===== config.mk =====
export PLATFORM = sky130hd
export DESIGN_NAME = ex_stage
export DESIGN_NICKNAME = d
export VERILOG_FILES = /design/src/rtl/ex_stage.sv
export SDC_FILE = /design/constraint.sdc
export NUM_CORES = 1
export LEC_CHECK = 0
export CAP_MARGIN = 20
export CORE_MARGIN = 10
export CORE_UTILIZATION = 55
export CTS_CLUSTER_DIAMETER = 150
export DETAILED_ROUTE_END_ITERATION = 7
export PLACE_DENSITY = 0.79
export SYNTH_ARGS = -nofsm -noshare
export SYNTH_HDL_FRONTEND = slang
export SYNTH_SLANG_ARGS = --single-unit

===== constraint.sdc =====
create_clock -name clk -period 11.4 [get_ports clk]
set_input_delay 1.14 -clock clk [delete_from_list [all_inputs] [get_ports clk]]
set_output_delay 1.14 -clock clk [all_outputs]
set_load 0.05 [all_outputs]

===== src/rtl/ex_stage.sv =====
// ex_stage: execute stage fed by the ID/EX pipeline register.
//   - Single-cycle ALU. ALU control is decoded here from ALUOp/funct.
//   - Sequential unsigned multu/divu unit, one iteration per cycle,
//     writing the HI/LO registers.
//   - stall holds ID/EX (en_reg = !stall) while multu/divu is in flight.
// Ports:
//   clk, rst (async, active-low)
//   ALUOp, ALUSrc, RegDst, rd1, rd2, extend_immed, rt, rd, funct : ID/EX outputs
//   alu_result, zero, write_reg : combinational results
//   stall, busy                 : pipeline hold / md unit iterating
//   hi_out, lo_out              : HI/LO registers
module ex_stage #(
    parameter int DATA_W = 32,
    parameter int CNT_W  = 5
) (
    input  logic              clk,
    input  logic              rst,
    input  logic [1:0]        ALUOp,
    input  logic              ALUSrc,
    input  logic              RegDst,
    input  logic [DATA_W-1:0] rd1,
    input  logic [DATA_W-1:0] rd2,
    input  logic [DATA_W-1:0] extend_immed,
    input  logic [4:0]        rt,
    input  logic [4:0]        rd,
    input  logic [5:0]        funct,
    output logic [DATA_W-1:0] alu_result,
    output logic              zero,
    output logic [4:0]        write_reg,
    output logic              stall,
    output logic              busy,
    output logic [DATA_W-1:0] hi_out,
    output logic [DATA_W-1:0] lo_out
);

    typedef enum logic [1:0] {IDLE, BUSY, DONE} state_t;

    state_t              state_q, state_d;
    logic [CNT_W-1:0]    cnt_q, cnt_d;
    logic [2*DATA_W-1:0] acc_q, acc_d;     // multu: {partial, multiplier}; divu: {rem, quot}
    logic [DATA_W-1:0]   opnd_q, opnd_d;   // multiplicand or divisor
    logic                div_q, div_d;
    logic [DATA_W-1:0]   hi_q, hi_d, lo_q, lo_d;

    logic [DATA_W-1:0]   op_b;
    logic                md_op;

    // ---------------- ALU ----------------
    always_comb begin
        op_b      = ALUSrc ? extend_immed : rd2;
        write_reg = RegDst ? rd : rt;
        md_op     = (ALUOp == 2'b10) && (funct == 6'h19 || funct == 6'h1B);
        alu_result = '0;
        case (ALUOp)
            2'b01:   alu_result = rd1 - op_b;
            2'b10: begin
                case (funct)
                    6'h20, 6'h21: alu_result = rd1 + op_b;
                    6'h22, 6'h23: alu_result = rd1 - op_b;
                    6'h24:        alu_result = rd1 & op_b;
                    6'h25:        alu_result = rd1 | op_b;
                    6'h27:        alu_result = ~(rd1 | op_b);
                    6'h2A:        alu_result = DATA_W'($signed(rd1) < $signed(op_b));
                    6'h10:        alu_result = hi_q;
                    6'h12:        alu_result = lo_q;
                    default:      alu_result = '0;  // includes multu/divu
                endcase
            end
            default: alu_result = rd1 + op_b;       // 00 and 11
        endcase
        zero = (alu_result == '0);
    end

    // ---------------- one multiply/divide iteration ----------------
    logic [DATA_W:0]     mul_sum;
    logic [DATA_W:0]     rem_sh;   // remainder after the left shift, one bit wider
    logic [DATA_W-1:0]   rem_sub;
    logic                rem_ge;
    logic [2*DATA_W-1:0] acc_step;

    always_comb begin
        mul_sum = {1'b0, acc_q[2*DATA_W-1:DATA_W]} + {1'b0, (acc_q[0] ? opnd_q : '0)};
        rem_sh  = acc_q[2*DATA_W-1:DATA_W-1];
        rem_ge  = (rem_sh >= {1'b0, opnd_q});
        // When rem_ge holds the difference is below the divisor, so DATA_W bits suffice.
        rem_sub = rem_sh[DATA_W-1:0] - opnd_q;
        if (div_q)
            acc_step = rem_ge ? {rem_sub,            acc_q[DATA_W-2:0], 1'b1}
                              : {rem_sh[DATA_W-1:0], acc_q[DATA_W-2:0], 1'b0};
        else
            acc_step = {mul_sum, acc_q[DATA_W-1:1]};
    end

    // ---------------- control FSM ----------------
    always_comb begin
        state_d = state_q;
        cnt_d   = cnt_q;
        acc_d   = acc_q;
        opnd_d  = opnd_q;
        div_d   = div_q;
        hi_d    = hi_q;
        lo_d    = lo_q;
        stall   = 1'b0;
        busy    = 1'b0;
        case (state_q)
            IDLE: begin
                stall = md_op;
                if (md_op) begin
                    div_d   = (funct == 6'h1B);
                    opnd_d  = (funct == 6'h1B) ? rd2 : rd1;
                    acc_d   = {{DATA_W{1'b0}}, ((funct == 6'h1B) ? rd1 : rd2)};
                    cnt_d   = '0;
                    state_d = BUSY;
                end
            end
            BUSY: begin
                stall = 1'b1;
                busy  = 1'b1;
                acc_d = acc_step;
                if (cnt_q == CNT_W'(DATA_W-1)) begin
                    // Upper half is HI (product high / remainder), lower is LO.
                    hi_d    = acc_step[2*DATA_W-1:DATA_W];
                    lo_d    = acc_step[DATA_W-1:0];
                    state_d = DONE;
                end else begin
                    cnt_d = cnt_q + 1'b1;
                end
            end
            // ID/EX loads the next instruction on this edge, so returning to
            // IDLE unconditionally cannot re-issue the finished op.
            DONE:    state_d = IDLE;
            default: state_d = IDLE;
        endcase
        if (!rst) begin
            stall = 1'b0;
            busy  = 1'b0;
        end
    end

    always_ff @(posedge clk or negedge rst) begin
        if (!rst) begin
            state_q <= IDLE;
            cnt_q   <= '0;
            acc_q   <= '0;
            opnd_q  <= '0;
            div_q   <= 1'b0;
            hi_q    <= '0;
            lo_q    <= '0;
        end else begin
            state_q <= state_d;
            cnt_q   <= cnt_d;
            acc_q   <= acc_d;
            opnd_q  <= opnd_d;
            div_q   <= div_d;
            hi_q    <= hi_d;
            lo_q    <= lo_d;
        end
    end

    assign hi_out = hi_q;
    assign lo_out = lo_q;

endmodule


==> impl_metrics.py <==
metrics = {
    "outcome": {
        "status": "finished with violations",
        "violations": "design-rule violations",
    },
    "sta": {
        "hold_slack_ns": 0.5474,
        "fmax_ghz": 0.1213,
        "layout_min_cycle_time_ns": 8.246,
        "rsz0062_at_grt": "no",
        "max_slew_margin_pct": 23.67,
        "tns_ns": 0,
        "setup_violations": 0,
        "setup_slack_ns": 3.154,
        "maxSlewViolCount": 0,
        "hold_viol": 0,
        "worst_pin_slew_ns": 1.145,
        "finalCritPeriodShare_pct": 72.33,
        "fin_worst_skew_ns": 0.01244,
    },
    "placed_design": {
        "post-place-ws_ns": 3.214,
        "place_area_um2": 20030,
        "numPortBuffers": 221,
        "hpwlAfterDp_mm": 53.23,
        "gp_congestion": 0.9904,
        "dp_cells": 2772,
    },
    "setup_path": {
        "crit_arrival_ns": 7.11,
        "cp-end-kind": "output pin",
        "path_class": "in2out",
        "cp_max_fo": 32,
        "startpoint_type": "primary input",
        "rr_worst_depth": 13,
        "cp_data_required_time_ns": 10.26,
    },
    "global_routing": {
        "overflow": 0,
        "grt_pass1_vias": 17980,
        "grt_pass1_wl_mm": 105.6,
        "track_usage_pct": 34.24,
        "grt_max_degree": 128,
        "antenna_found_initial": 4,
    },
    "yosys": {
        "ys.flop_type": "dfrtp_1",
        "yosys_register_bits": 168,
        "syn-cell-area_um2": 17570,
        "synth.top_cell.area_share_pct": 23.93,
        "synth-edff-count": 0,
        "ys_seq_area_share_pct": 23.93,
        "syn-num-nets": 2566,
        "yosys_warnings": 0,
        "synthesis.instances": 2254,
        "synth_area_per_cell_um2": 7.795,
        "synth_top_area_cell": "dfrtp_1",
        "async_flop_share_pct": 100.0,
        "synthDistinctLibCells": 91,
        "netlist_top_cells_area": "dfrtp_1 (24%), ha_1 (14%), o21ai_0 (6.3%)",
    },
    "die": {
        "chipWidth_um": 198.7,
        "start_util_pct": 55.68,
        "num_rows": 65,
        "coreArea_um2": 31560,
        "die_area_um2": 39500,
        "num_io_pins": 222,
        "die_h_um": 198.7,
    },
    "hold_path": {
        "min_path_type": "reg2reg",
        "whs_path_depth": 2,
    },
    "cts": {
        "postCtsSetupBuffers": 0,
        "cts_htree_levels": 4,
        "clock_latency_ns": 0.44,
        "cts.sink_count": 168,
        "cts_buffers": 17,
        "cts_buffer_depth": 2,
        "cts_resized": 0,
        "ctsHoldBuffers": 0,
        "cts_tree": "done",
        "cts_root_buffer": "clkbuf_16",
        "clkSlewWorstSetupHoldPaths_ns": 0.07,
    },
    "detailed_routing": {
        "wl_mm": 69.02,
        "vias_per_cell": 6.642,
        "drc_errors": 8,
        "first_pass_iters": 8,
        "first_iter_violations": 1949,
        "wl_per_cell_um": 24.58,
        "ant_nets": 0,
        "vias": 18650,
    },
    "cells_and_area": {
        "final_util_pct": 65.55,
        "syn_to_final_growth_pct": 17.72,
        "drive_gt1_share_pct": 4.619,
        "nets": 2703,
        "final_cells": 2808,
        "final_area_um2": 20680,
    },
    "power": {
        "power.switching_mw": 2.507,
        "power.total_mw": 4.767,
        "power.density_nw_per_um2": 230.5,
        "p_clk_share_pct": 12.8,
        "seqPwrFrac_pct": 25.4,
        "intPower_mw": 2.260,
        "leakage_nw": 9.073,
        "irDropWorstVdd_uv": 176.8,
        "p_comb_share_pct": 61.8,
        "swShare_pct": 52.59,
    },
    "run": {
        "maxCapViolations": 0,
    },
}
critical path, stage by stage:
cell	delay, ns
buf_2	0.84
mux2i_1	0.61
fa_1	0.33
nor2b_1	0.19
o211ai_1	0.14
a31oi_1	0.59
o2111ai_1	0.34
a211oi_1	0.53
o211ai_1	0.18
nand2_1	0.11
xnor2_1	0.06
a221o_1	0.38
or4_4	0.52
nor4b_2	0.26
clkdlybuf4s50_1	0.85
synthesized netlist by cell type (all sizes together), types with 10 or more instances:
master / instances
nor2: 139
nand4: 14
or2: 12
a211oi: 20
o21ai: 224
xnor2: 53
and2: 44
buf: 19
mux2i: 73
o21bai: 11
nor2b: 21
dfrtp: 168
o31ai: 21
xor2: 42
clkbuf: 105
nand2: 239
a21o: 37
ha: 190
and3: 13
nor3: 35
or3: 43
o21a: 16
a21oi: 157
o211ai: 31
nand2b: 26
mux2: 10
inv: 145
a31oi: 54
o221ai: 37
nand3: 89
a222oi: 27
routing by layer:
layer	global-route usage [%]	wire, um
met3	9.801	8394
met4	9.692	1787
met1	45.70	28400
met5	0	17
met2	52.72	30430
final timing paths:
path | start | endpoint | slack (ns)
worst max-delay path | ALUSrc | zero | 3.15
worst min-delay path | acc_q[23] | acc_q[23] | 0.55
worst max register to register | acc_q[37] | hi_out[20] | 6.85
worst min register to register | acc_q[23] | acc_q[23] | 0.55
max in group asynchronous | rst | div_q | 9.38
min in group asynchronous | rst | opnd_q[9] | 0.62
power groups by stage:
| stage | registers, mW | logic [mW] | clock network, mW |
|---|---|---|---|
| after floorplan | 1.35 | 1.74 | 0 |
| after detailed placement | 1.18 | 2.88 | 0 |
| final | 1.21 | 2.95 | 0.612 |
| after global placement | 1.18 | 2.82 | 0 |
| after global routing | 1.22 | 3.20 | 0.633 |
| after CTS | 1.18 | 2.91 | 0.610 |
layout by cell type (no fill, tap or decap), types with 53 or more instances in the layout:
master	count
xnor2_1	53
nand3_1	89
mux2i_1	73
inv_1	144
a21oi_1	156
a31oi_1	53
nand2_1	237
nor2_1	135
dfrtp_1	167
o21ai_0	220
clkdlybuf4s50_1	219
ha_1	190
cells by family (layout without fill, tap and decap cells):
kind of cell    after synthesis  in the layout  share of synthesized area (%)
mux                          83             83                          4.800
xor+xnor                     95             95                          4.735
fa+ha+maj                   194            194                          13.99
flops                       168            168                          23.93
other cells                   0              3                              0
buf+inv                     270            419                          5.811
compound gates              734            734                          27.22
simple gates                710            710                          19.53
flip-flops by register name, summed over array words and instances (netlist names):
name,flops
acc_q,64
state_q,2
lo_out,32
div_q,1
opnd_q,32
cnt_q,5
hi_out,32
cell type report:
type	instances	area, um2
fill	2746	10870
clock inverter	9	138.9
inverter	146	548.0
timing repair buffer	242	2394
clock buffer	22	464.2
tap	402	503.0
sequential	168	4208
multi-input combinational	1816	12420
antenna	3	7.507
Note: power is estimated with default switching activity, not from simulation.
